File: src/rtl/elevator_pkg.sv
// Shared constants, direction codes and scheduler state encodings for the
// elevator request scheduler and its helpers.
package elevator_pkg;

  localparam int unsigned FLOOR_W   = 4;
  localparam int unsigned MIN_FLOOR = 0;
  localparam int unsigned MAX_FLOOR = 15;
  localparam int unsigned NUM_SLOTS = MAX_FLOOR + 1;

  localparam logic [1:0] DIR_UP   = 2'b10;
  localparam logic [1:0] DIR_DOWN = 2'b01;
  localparam logic [1:0] DIR_NONE = 2'b00;

  typedef enum logic [2:0] {
    ST_IDLE       = 3'd0,
    ST_SERVE_UP   = 3'd1,
    ST_SERVE_DOWN = 3'd2,
    ST_DOOR       = 3'd3,
    ST_HALT       = 3'd4
  } sched_state_t;

  function automatic logic [NUM_SLOTS-1:0] floor_onehot(input logic [FLOOR_W-1:0] f);
    return NUM_SLOTS'(1) << f;
  endfunction

endpackage

File: src/rtl/elevator_nearest_call.sv
// Combinational search of the pending-call vector for the closest call
// strictly above and strictly below the car.
module elevator_nearest_call
  import elevator_pkg::*;
(
  input  logic [NUM_SLOTS-1:0] i_pending,
  input  logic [FLOOR_W-1:0]   i_current_floor,
  output logic                 o_any_above,
  output logic [FLOOR_W-1:0]   o_nearest_above,
  output logic                 o_any_below,
  output logic [FLOOR_W-1:0]   o_nearest_below
);

  // Scan top-down for above (last hit = lowest) and bottom-up for below (last hit = highest).
  always_comb begin
    o_any_above     = 1'b0;
    o_nearest_above = '0;
    o_any_below     = 1'b0;
    o_nearest_below = '0;
    for (int i = int'(MAX_FLOOR); i >= int'(MIN_FLOOR); i--) begin
      if (i_pending[FLOOR_W'(i)] && (i > int'(i_current_floor))) begin
        o_any_above     = 1'b1;
        o_nearest_above = FLOOR_W'(i);
      end
    end
    for (int i = int'(MIN_FLOOR); i <= int'(MAX_FLOOR); i++) begin
      if (i_pending[FLOOR_W'(i)] && (i < int'(i_current_floor))) begin
        o_any_below     = 1'b1;
        o_nearest_below = FLOOR_W'(i);
      end
    end
  end

endmodule

File: src/rtl/elevator_request_scheduler.sv
// Latches floor calls and steers the car up/down, dwelling with the door
// open at each served floor; emergency forces a halt with doors open.
module elevator_request_scheduler
  import elevator_pkg::*;
#(
  parameter int unsigned NUM_FLOORS  = 16,
  parameter int unsigned DOOR_CYCLES = 8
) (
  input  logic                 clk,
  input  logic                 reset,
  input  logic                 call_valid,
  input  logic [FLOOR_W-1:0]   call_floor,
  input  logic                 emergency,
  input  logic [FLOOR_W-1:0]   current_floor,
  input  logic                 arrived,
  output logic [FLOOR_W-1:0]   target_floor,
  output logic                 target_valid,
  output logic [1:0]           dir_pref,
  output logic                 door_open,
  output logic [NUM_SLOTS-1:0] pending,
  output logic                 busy
);

  localparam int unsigned DWELL_W = (DOOR_CYCLES > 1) ? $clog2(DOOR_CYCLES) : 1;
  localparam logic [DWELL_W-1:0] DWELL_LOAD = DWELL_W'(DOOR_CYCLES - 1);

  sched_state_t           r_state;
  logic [NUM_SLOTS-1:0]   r_pending;
  logic [FLOOR_W-1:0]     r_target_floor;
  logic                   r_target_valid;
  logic [1:0]             r_dir;
  logic                   r_door_open;
  logic                   r_busy;
  logic [DWELL_W-1:0]     r_dwell;

  logic                   w_any_above;
  logic [FLOOR_W-1:0]     w_nearest_above;
  logic                   w_any_below;
  logic [FLOOR_W-1:0]     w_nearest_below;
  logic                   w_call_ok;
  logic                   w_door_call;
  logic                   w_here;
  logic                   w_serving;
  logic                   w_clear;
  logic [NUM_SLOTS-1:0]   w_set_mask;
  logic [NUM_SLOTS-1:0]   w_clr_mask;
  logic [NUM_SLOTS-1:0]   w_pending_nxt;

  elevator_nearest_call u_nearest (
    .i_pending       (r_pending),
    .i_current_floor (current_floor),
    .o_any_above     (w_any_above),
    .o_nearest_above (w_nearest_above),
    .o_any_below     (w_any_below),
    .o_nearest_below (w_nearest_below)
  );

  // A call for the floor the door is open at only extends the dwell; clear beats set.
  assign w_call_ok     = call_valid && (32'(call_floor) < NUM_FLOORS);
  assign w_door_call   = w_call_ok && (r_state == ST_DOOR) && (call_floor == current_floor);
  assign w_here        = r_pending[current_floor];
  assign w_serving     = (r_state == ST_SERVE_UP) || (r_state == ST_SERVE_DOWN);
  assign w_clear       = !emergency && w_here && ((r_state == ST_IDLE) || (w_serving && arrived));
  assign w_set_mask    = (w_call_ok && (r_state != ST_HALT) && !w_door_call)
                         ? floor_onehot(call_floor) : '0;
  assign w_clr_mask    = w_clear ? floor_onehot(current_floor) : '0;
  assign w_pending_nxt = (r_pending | w_set_mask) & ~w_clr_mask;

  always_ff @(posedge clk or posedge reset) begin
    if (reset) begin
      r_state        <= ST_IDLE;
      r_pending      <= '0;
      r_target_floor <= '0;
      r_target_valid <= 1'b0;
      r_dir          <= DIR_NONE;
      r_door_open    <= 1'b0;
      r_busy         <= 1'b0;
      r_dwell        <= '0;
    end else begin
      r_pending      <= w_pending_nxt;
      r_target_valid <= 1'b0;
      r_door_open    <= 1'b0;
      r_busy         <= 1'b1;
      if (emergency) begin
        r_state     <= ST_HALT;
        r_door_open <= 1'b1;
        r_dir       <= DIR_NONE;
        r_dwell     <= '0;
      end else begin
        case (r_state)
          ST_IDLE: begin
            if (w_here) begin
              r_state     <= ST_DOOR;
              r_door_open <= 1'b1;
              r_dwell     <= DWELL_LOAD;
            end else if (w_any_above) begin
              r_state        <= ST_SERVE_UP;
              r_target_floor <= w_nearest_above;
              r_target_valid <= 1'b1;
              r_dir          <= DIR_UP;
            end else if (w_any_below) begin
              r_state        <= ST_SERVE_DOWN;
              r_target_floor <= w_nearest_below;
              r_target_valid <= 1'b1;
              r_dir          <= DIR_DOWN;
            end else begin
              r_busy <= 1'b0;
              r_dir  <= DIR_NONE;
            end
          end

          ST_SERVE_UP, ST_SERVE_DOWN: begin
            if (arrived && w_here) begin
              r_state     <= ST_DOOR;
              r_door_open <= 1'b1;
              r_dwell     <= DWELL_LOAD;
            end else if ((r_state == ST_SERVE_UP) && w_any_above) begin
              r_target_floor <= w_nearest_above;
              r_target_valid <= 1'b1;
            end else if ((r_state == ST_SERVE_DOWN) && w_any_below) begin
              r_target_floor <= w_nearest_below;
              r_target_valid <= 1'b1;
            end else begin
              // Nothing left in this direction: re-evaluate from idle next cycle.
              r_state <= ST_IDLE;
              r_busy  <= 1'b0;
              r_dir   <= DIR_NONE;
            end
          end

          ST_DOOR: begin
            r_door_open <= 1'b1;
            if (w_door_call) begin
              r_dwell <= DWELL_LOAD;
            end else if (r_dwell != '0) begin
              r_dwell <= r_dwell - 1'b1;
            end else begin
              r_door_open <= 1'b0;
              if ((r_dir == DIR_UP) && w_any_above) begin
                r_state        <= ST_SERVE_UP;
                r_target_floor <= w_nearest_above;
                r_target_valid <= 1'b1;
              end else if ((r_dir == DIR_DOWN) && w_any_below) begin
                r_state        <= ST_SERVE_DOWN;
                r_target_floor <= w_nearest_below;
                r_target_valid <= 1'b1;
              end else if ((r_dir == DIR_UP) && w_any_below) begin
                r_state        <= ST_SERVE_DOWN;
                r_target_floor <= w_nearest_below;
                r_target_valid <= 1'b1;
                r_dir          <= DIR_DOWN;
              end else if ((r_dir == DIR_DOWN) && w_any_above) begin
                r_state        <= ST_SERVE_UP;
                r_target_floor <= w_nearest_above;
                r_target_valid <= 1'b1;
                r_dir          <= DIR_UP;
              end else begin
                r_state <= ST_IDLE;
                r_busy  <= 1'b0;
                r_dir   <= DIR_NONE;
              end
            end
          end

          ST_HALT: begin
            r_state <= ST_IDLE;
            r_busy  <= 1'b0;
            r_dir   <= DIR_NONE;
            r_dwell <= '0;
          end

          default: begin
            r_state <= ST_IDLE;
            r_busy  <= 1'b0;
            r_dir   <= DIR_NONE;
          end
        endcase
      end
    end
  end

  assign target_floor = r_target_floor;
  assign target_valid = r_target_valid;
  assign dir_pref     = r_dir;
  assign door_open    = r_door_open;
  assign pending      = r_pending;
  assign busy         = r_busy;

endmodule

File: config.mk
export PLATFORM = sky130hd
export DESIGN_NAME = elevator_request_scheduler
export DESIGN_NICKNAME = d
export VERILOG_FILES = /design/src/rtl/elevator_pkg.sv /design/src/rtl/elevator_nearest_call.sv /design/src/rtl/elevator_request_scheduler.sv
export SDC_FILE = /design/constraint.sdc
export NUM_CORES = 1
export LEC_CHECK = 0
export CAP_MARGIN = 20
export CORE_UTILIZATION = 50
export CTS_CLUSTER_DIAMETER = 60
export DETAILED_ROUTE_END_ITERATION = 8
export PLACE_DENSITY = 0.82
export SYNTH_ARGS = -nofsm -noshare
export SYNTH_HDL_FRONTEND = slang
export SYNTH_HIERARCHICAL = 1
export SYNTH_SLANG_ARGS = --single-unit
File: constraint.sdc
create_clock -name clk -period 5.9 [get_ports clk]
set_input_delay 1.18 -clock clk [delete_from_list [all_inputs] [get_ports clk]]
set_output_delay 1.18 -clock clk [all_outputs]
set_load 0.02 [all_outputs]
==> results of run 1 <==
[stage by stage]
step	setup slack [ps]	utilization, %	cells	total power, mW	hold slack [ps]
CTS	1340	62.0	388	1.06	477
finish	1300	62.0	388	1.05	473
detailed placement	1040	59.9	380	0.868	466
global route	1080	62.0	388	1.12	491
global placement	1240	59.9	380	0.855	461
floorplan	2180	-	296	0.675	443
[cell usage in the layout (no fill, tap or decap), drive strengths merged, types with 5 or more instances in the layout]
master,count
nand3,8
nand2,19
nor3,10
o21ai,16
nor4,6
a21oi,23
nor2,18
mux2,13
inv,14
mux2i,7
a31oi,8
clkdlybuf4s50,37
dfrtp,31
clkbuf,8
o311ai,5
nand2b,10
or3,6
[final timing paths]
path                                              from                     endpoint  slack (ps)  cells after the start
worst max-delay path                  current_floor[0]  target_floor[0]$_DFFE_PP0P_        1300                     10
worst min register to register  r_dwell[0]$_DFFE_PP0P_       r_dwell[0]$_DFFE_PP0P_         470                      1
worst min-delay path            r_dwell[0]$_DFFE_PP0P_       r_dwell[0]$_DFFE_PP0P_         470                      1
min in group asynchronous                        reset  target_floor[3]$_DFFE_PP0P_        1280                      3
worst max register to register    pending[4]$_DFF_PP0_  target_floor[0]$_DFFE_PP0P_        2770                      9
max in group asynchronous                        reset        pending[13]$_DFF_PP0_        4330                      3
[cells by family (layout without fill, tap and decap cells)]
logic type	count (synthesis)	count (layout)	share of synthesized area, %
and+or+nand+nor	103	103	22.4
AOI/OAI and AO/OA	97	97	28.6
buffers and inverters	37	62	6.98
DFF	31	31	30.9
muxes	20	20	8.62
xor gates and xnor gates	4	4	1.40
adders and majority gates	2	2	0.996
other	1	2	0.149
[sequential cells by signal, indices dropped and copies added (netlist names)]
name	flops
dir_pref	2
r_dwell	3
target_valid	1
door_open	1
pending	16
busy	1
target_floor	4
r_state	3
[report_power, final]
group / total (mW) / internal, mW / switching, mW
combinational: 0.511 / 0.247 / 0.264
clock: 0.185 / 0.106 / 0.0784
sequential: 0.359 / 0.279 / 0.0807
total: 1.05 / 0.632 / 0.423
[per-layer routing]
metal  up-vias  wire length, µm  global-route usage (%)
met4         0              109                    9.15
li1       1158                -                       -
met2       128             2920                    39.1
met1      1198             2760                    36.6
met5         -                0                       0
met3        12              496                    5.39
[cell type report]
cell class                      count  share of cell area [%]
Sequential cell                    31                    26.1
Tap cell                           67                    2.82
Inverter                           14                    1.77
Clock buffer                        8                    3.37
Timing Repair Buffer               40                    13.2
Multi-Input combinational cell    228                    52.7
==> metrics.yaml, run 1 <==
netlist.area_leader.share_pct: 30.9
clkTransAtPathRegs_ps: 60
root_buffer: "clkbuf_8"
slew_viol_final: 0
avgSynthCellArea_um2: 8.51
nets: 335
yosysMostFrequentCell: "dfrtp_1"
cp.buffers_inverters: 1
synth-seq-cells: 31
critPathCaptureType: "register"
port_buffers: 37
skew_ps: 3.33
worstHoldPathType: "reg2reg"
multi_input_area_um2: 1560
postCtsSetupBuffers: 0
synth_flop_cell: "dfrtp_1"
cts-htree-levels: 2
die_y_um: 72.9
p_per_area_nw_per_um2: 355
crit_family: "compound AO/OA/AOI/OAI gates"
tightest_slew_ps: 841
place.gp.congestion: 0.915
dieArea_um2: 5310
area_growth_syn_to_layout_pct: 18.2
leakage_nw: 1.14
design_area_um2: 2970
drc: 0
fin_tns_setup_ps: 0
synth-async-reset-ratio_pct: 100
grt_max_degree: 32
rows: 25
min_period_ps: 4600
initial_utilization_pct: 52.5
routed_wirelength_mm: 6.29
fillCellCount: 404
via_count: 2496
synth-edff-count: 0
yosys.area.top_type: "dfrtp_1"
cts_tree: "done"
rsz0062_at_grt: "false"
core_um2: 4790
antenna_found_initial: 0
diodes: 0
critPathLaunchType: "input pin"
crit_required_ps: 6070
placed_cell_area_um2: 2870
ys_seq_area_share_pct: 30.9
avgViaCountPerCell: 6.43
grt_pass1_wl_mm: 10.5
routedWlPerCell_um: 16.2
critPathMaxFanout: 24
drive_gt1_share_pct: 10.3
grt_pass1_vias: 2175
status: "complete, no violations"
crit_slowest_cell: "clkdlybuf4s50_1"
seq_area_um2: 776
cts_made_buffers: 5
worstSkewPairLatency_ps: 290
ys_top_cells_by_area: "dfrtp_1, a21oi_1, mux2_2"
synth_area_um2: 2510
drt-pass1-iter-count: 5
fin_crit_sh_pct: 78.0
cts_resized: 0
die_w_um: 72.9
critPathMaxStageDelay_ps: 850
ir_worst_vdd_mv: 0.211
critPathArrivalTime_ps: 4770
maxSlewHeadroom_pct: 43.8
ant_nets: 0
clock_sink_count: 31
ys_types: 67
dpl.hpwl_mm: 4.51
yosys-top-cells-count: "dfrtp_1, a21oi_1, nand2_1, nor2_1"
max_clock_freq_ghz: 0.217
path_cells: "clkdlybuf4s50_1 > a211oi_1 > o21bai_1 > o21ai_0 > or3_1 > nand2_1 > nor4_1 > a311oi_1 > mux2_2 > mux2_1"
boundaryPins: 38
cts_buffer_depth: 2
crit_type: "in2reg"
ys_warn_count: 6
maxCapViolCount: 0
grt_use_total_pct: 25.9
drtIter0Drc: 202
synthCells: 295
holdBufCountCts: 0
grt_overflow: 0
hold_violations: 0
setup_viol: 0
Power figures use the tool's default switching activity.
==> run 2, diff against run 1 <==
- clock period: 5.9 -> 4.56 ns (I/O delays scaled with it)
==> metrics.yaml, run 2 (synthesis gave the netlist of run 1 again) <==
initial_utilization_pct: 52.5  # unchanged
seqPwrFrac_pct: 34.4  # +0.3 points
port_buffers: 37  # unchanged
maxSlewHeadroom_pct: 53.6  # +9.8 points
largest_reg_flops: 16  # unchanged
avgViaCountPerCell: 6.36  # -1.2%
clock_sink_count: 31  # unchanged
root_buffer: "clkbuf_8"
rr_worst_depth: 9  # unchanged
cts_made_buffers: 5  # unchanged
via_count: 2498  # +0.080%
p_per_area_nw_per_um2: 452  # +27%
drt-pass1-iter-count: 5  # unchanged
p_sw_mw: 0.556  # +31%
r2r_setup_slack_ps: 1490  # -1280 ps
critPathArrivalTime_ps: 4220  # -550 ps
rsz0062_at_grt: "false"
cp.buffers_inverters: 1  # unchanged
cts-htree-levels: 2  # unchanged
grt_pass1_wl_mm: 11.0  # +4.6%
whs_ps: 469  # -3.65 ps
setup_viol: 0  # unchanged
diodes: 0  # unchanged
crit_slowest_cell: "clkdlybuf4s50_1"
area_growth_syn_to_layout_pct: 19.5
worstHoldPathType: "reg2reg"
holdPathEnd: "r_dwell[0]$_DFFE_PP0P_"
fin_crit_sh_pct: 88.6
layout_common_cells: "clkdlybuf4s50_1, dfrtp_1, a21oi_1, nand2_1, nor2_1"
place.gp.congestion: 0.912  # -0.27%
die_y_um: 72.9  # unchanged
grt_use_total_pct: 26.7  # +0.79 points
ant_nets: 0  # unchanged
grt_max_degree: 28  # -13%
slew_viol_final: 0  # unchanged
min_period_ps: 4040
fillCellCount: 410  # +1.5%
holdBufCountCts: 0  # unchanged
p_sw_share_pct: 41.0  # +0.85 points
cts_tree: "done"
p_comb_share_pct: 49.1  # +0.7 points
postCtsSetupBuffers: 0  # unchanged
drc: 0  # unchanged
maxCapViolCount: 0  # unchanged
r2r_start: "pending[4]$_DFF_PP0_"
antenna_found_initial: 0  # unchanged
clkTransAtPathRegs_ps: 70  # about the same
cts_buffer_depth: 2  # unchanged
skew_ps: 9.51  # +6.18 ps
final_common_cell: "clkdlybuf4s50_1"
critPathMaxStageDelay_ps: 640  # -210 ps
dpl.hpwl_mm: 4.81  # +6.5%
boundaryPins: 38  # unchanged
routed_wirelength_mm: 6.59  # +4.7%
drtIter0Drc: 213  # +5.4%
min_delay_path_depth: 1  # unchanged
critPathLaunchType: "input pin"
critPathMaxFanout: 12  # -50%
cts_resized: 0  # unchanged
internal_power_mw: 0.800  # +27%
status: "complete, no violations"
worstSkewPairLatency_ps: 290  # about the same
tightest_slew_ps: 691  # -149 ps
clkPwrFrac_pct: 16.5  # -1.0 points
grt_overflow: 0  # unchanged
dieArea_um2: 5310  # unchanged
grt_pass1_vias: 2301  # +5.8%
hold_violations: 0  # unchanged
critPathCaptureType: "register"
min-delay-start: "r_dwell[0]$_DFFE_PP0P_"
crit_required_ps: 4740  # -1330 ps
rows: 25  # unchanged
fin_tns_setup_ps: 0  # unchanged
drive_gt1_share_pct: 12.0  # +1.7 points
timing.rr.end: "target_floor[2]$_DFFE_PP0P_"
routedWlPerCell_um: 16.8  # +3.4%
nets: 341  # +1.8%
crit_family: "simple AND/OR/NAND/NOR gates"
crit_type: "in2reg"
leakage_nw: 1.16  # +2.1%
path_cells: "clkdlybuf4s50_1 > or3_4 > a21oi_1 > o21ai_0 > or3_1 > nand2_1 > nor4_1 > a311oi_1 > mux2_2 > mux2_1"
ir_worst_vdd_mv: 0.242  # +15%
core_um2: 4790  # unchanged
max_clock_freq_ghz: 0.247
die_w_um: 72.9  # unchanged
==> run 2: changes by cell type in the layout (fill, tap and decap cells not counted) <==
cell,delta
clkbuf_8,-1
clkinv_2,+1
buf_4,+6
clkbuf_1,-1
==> run 2: per-layer routing <==
| metal | vias up | track usage [%] | share of wire, % |
|---|---|---|---|
| met5 | - | 0 | 0 |
| met4 | 0 | 8.93 | 1.2 |
| met3 | 8 | 4.83 | 7.8 |
| met2 | 130 | 42.3 | 46 |
| met1 | 1203 | 36.7 | 45 |
| li1 | 1157 | - | - |
==> run 2: stage by stage <==
step                      setup WS (ps)  area [µm²]  std cells  total power [mW]  utilization [%]
after floorplan                    1100        2510        296             0.874                -
after global placement              366        2910        386              1.11             60.9
after detailed placement            265        2910        386              1.13             60.9
after CTS                           560        3000        393              1.36             62.7
after global routing                314        3000        393              1.44             62.7
final                               519        3000        393              1.36             62.7
==> run 2: worst max path at each step <==
stage | from | end | slack, ps | cells past startpoint
finish | current_floor[1] | target_floor[2]$_DFFE_PP0P_ | 520 | 10
global route | current_floor[1] | target_floor[1]$_DFFE_PP0P_ | 310 | 10
CTS | current_floor[1] | target_floor[1]$_DFFE_PP0P_ | 560 | 10
detailed placement | current_floor[1] | target_floor[1]$_DFFE_PP0P_ | 270 | 10
global placement | current_floor[1] | target_floor[0]$_DFFE_PP0P_ | 370 | 10
floorplan | current_floor[1] | target_floor[0]$_DFFE_PP0P_ | 1100 | 11
==> run 2: area by class of cell <==
cell class	count	area, µm²	area share (%)
Sequential cell	31	776	25.8
Clock inverter	1	5.00	0.167
Multi-Input combinational cell	228	1560	52.1
Clock buffer	6	82.6	2.75
Timing Repair Buffer	46	438	14.6
Inverter	14	52.6	1.75
Tap cell	67	83.8	2.79
==> run 2: power groups by stage <==
stage	combinational [mW]	clock [mW]	sequential, mW
6_report	0.666	0.224	0.466
5_1_grt	0.725	0.240	0.479
4_1_cts	0.663	0.230	0.462
3_5_place_dp	0.660	0	0.467
3_3_place_gp	0.645	0	0.463
2_1_floorplan	0.342	0	0.531
==> run 3, diff against run 2 <==
- ABC_AREA: default -> 0
- SKIP_CTS_REPAIR_TIMING: default -> 1
==> results of run 3 <==
The final DEF is identical to that of run 2; final timing and power are the same.
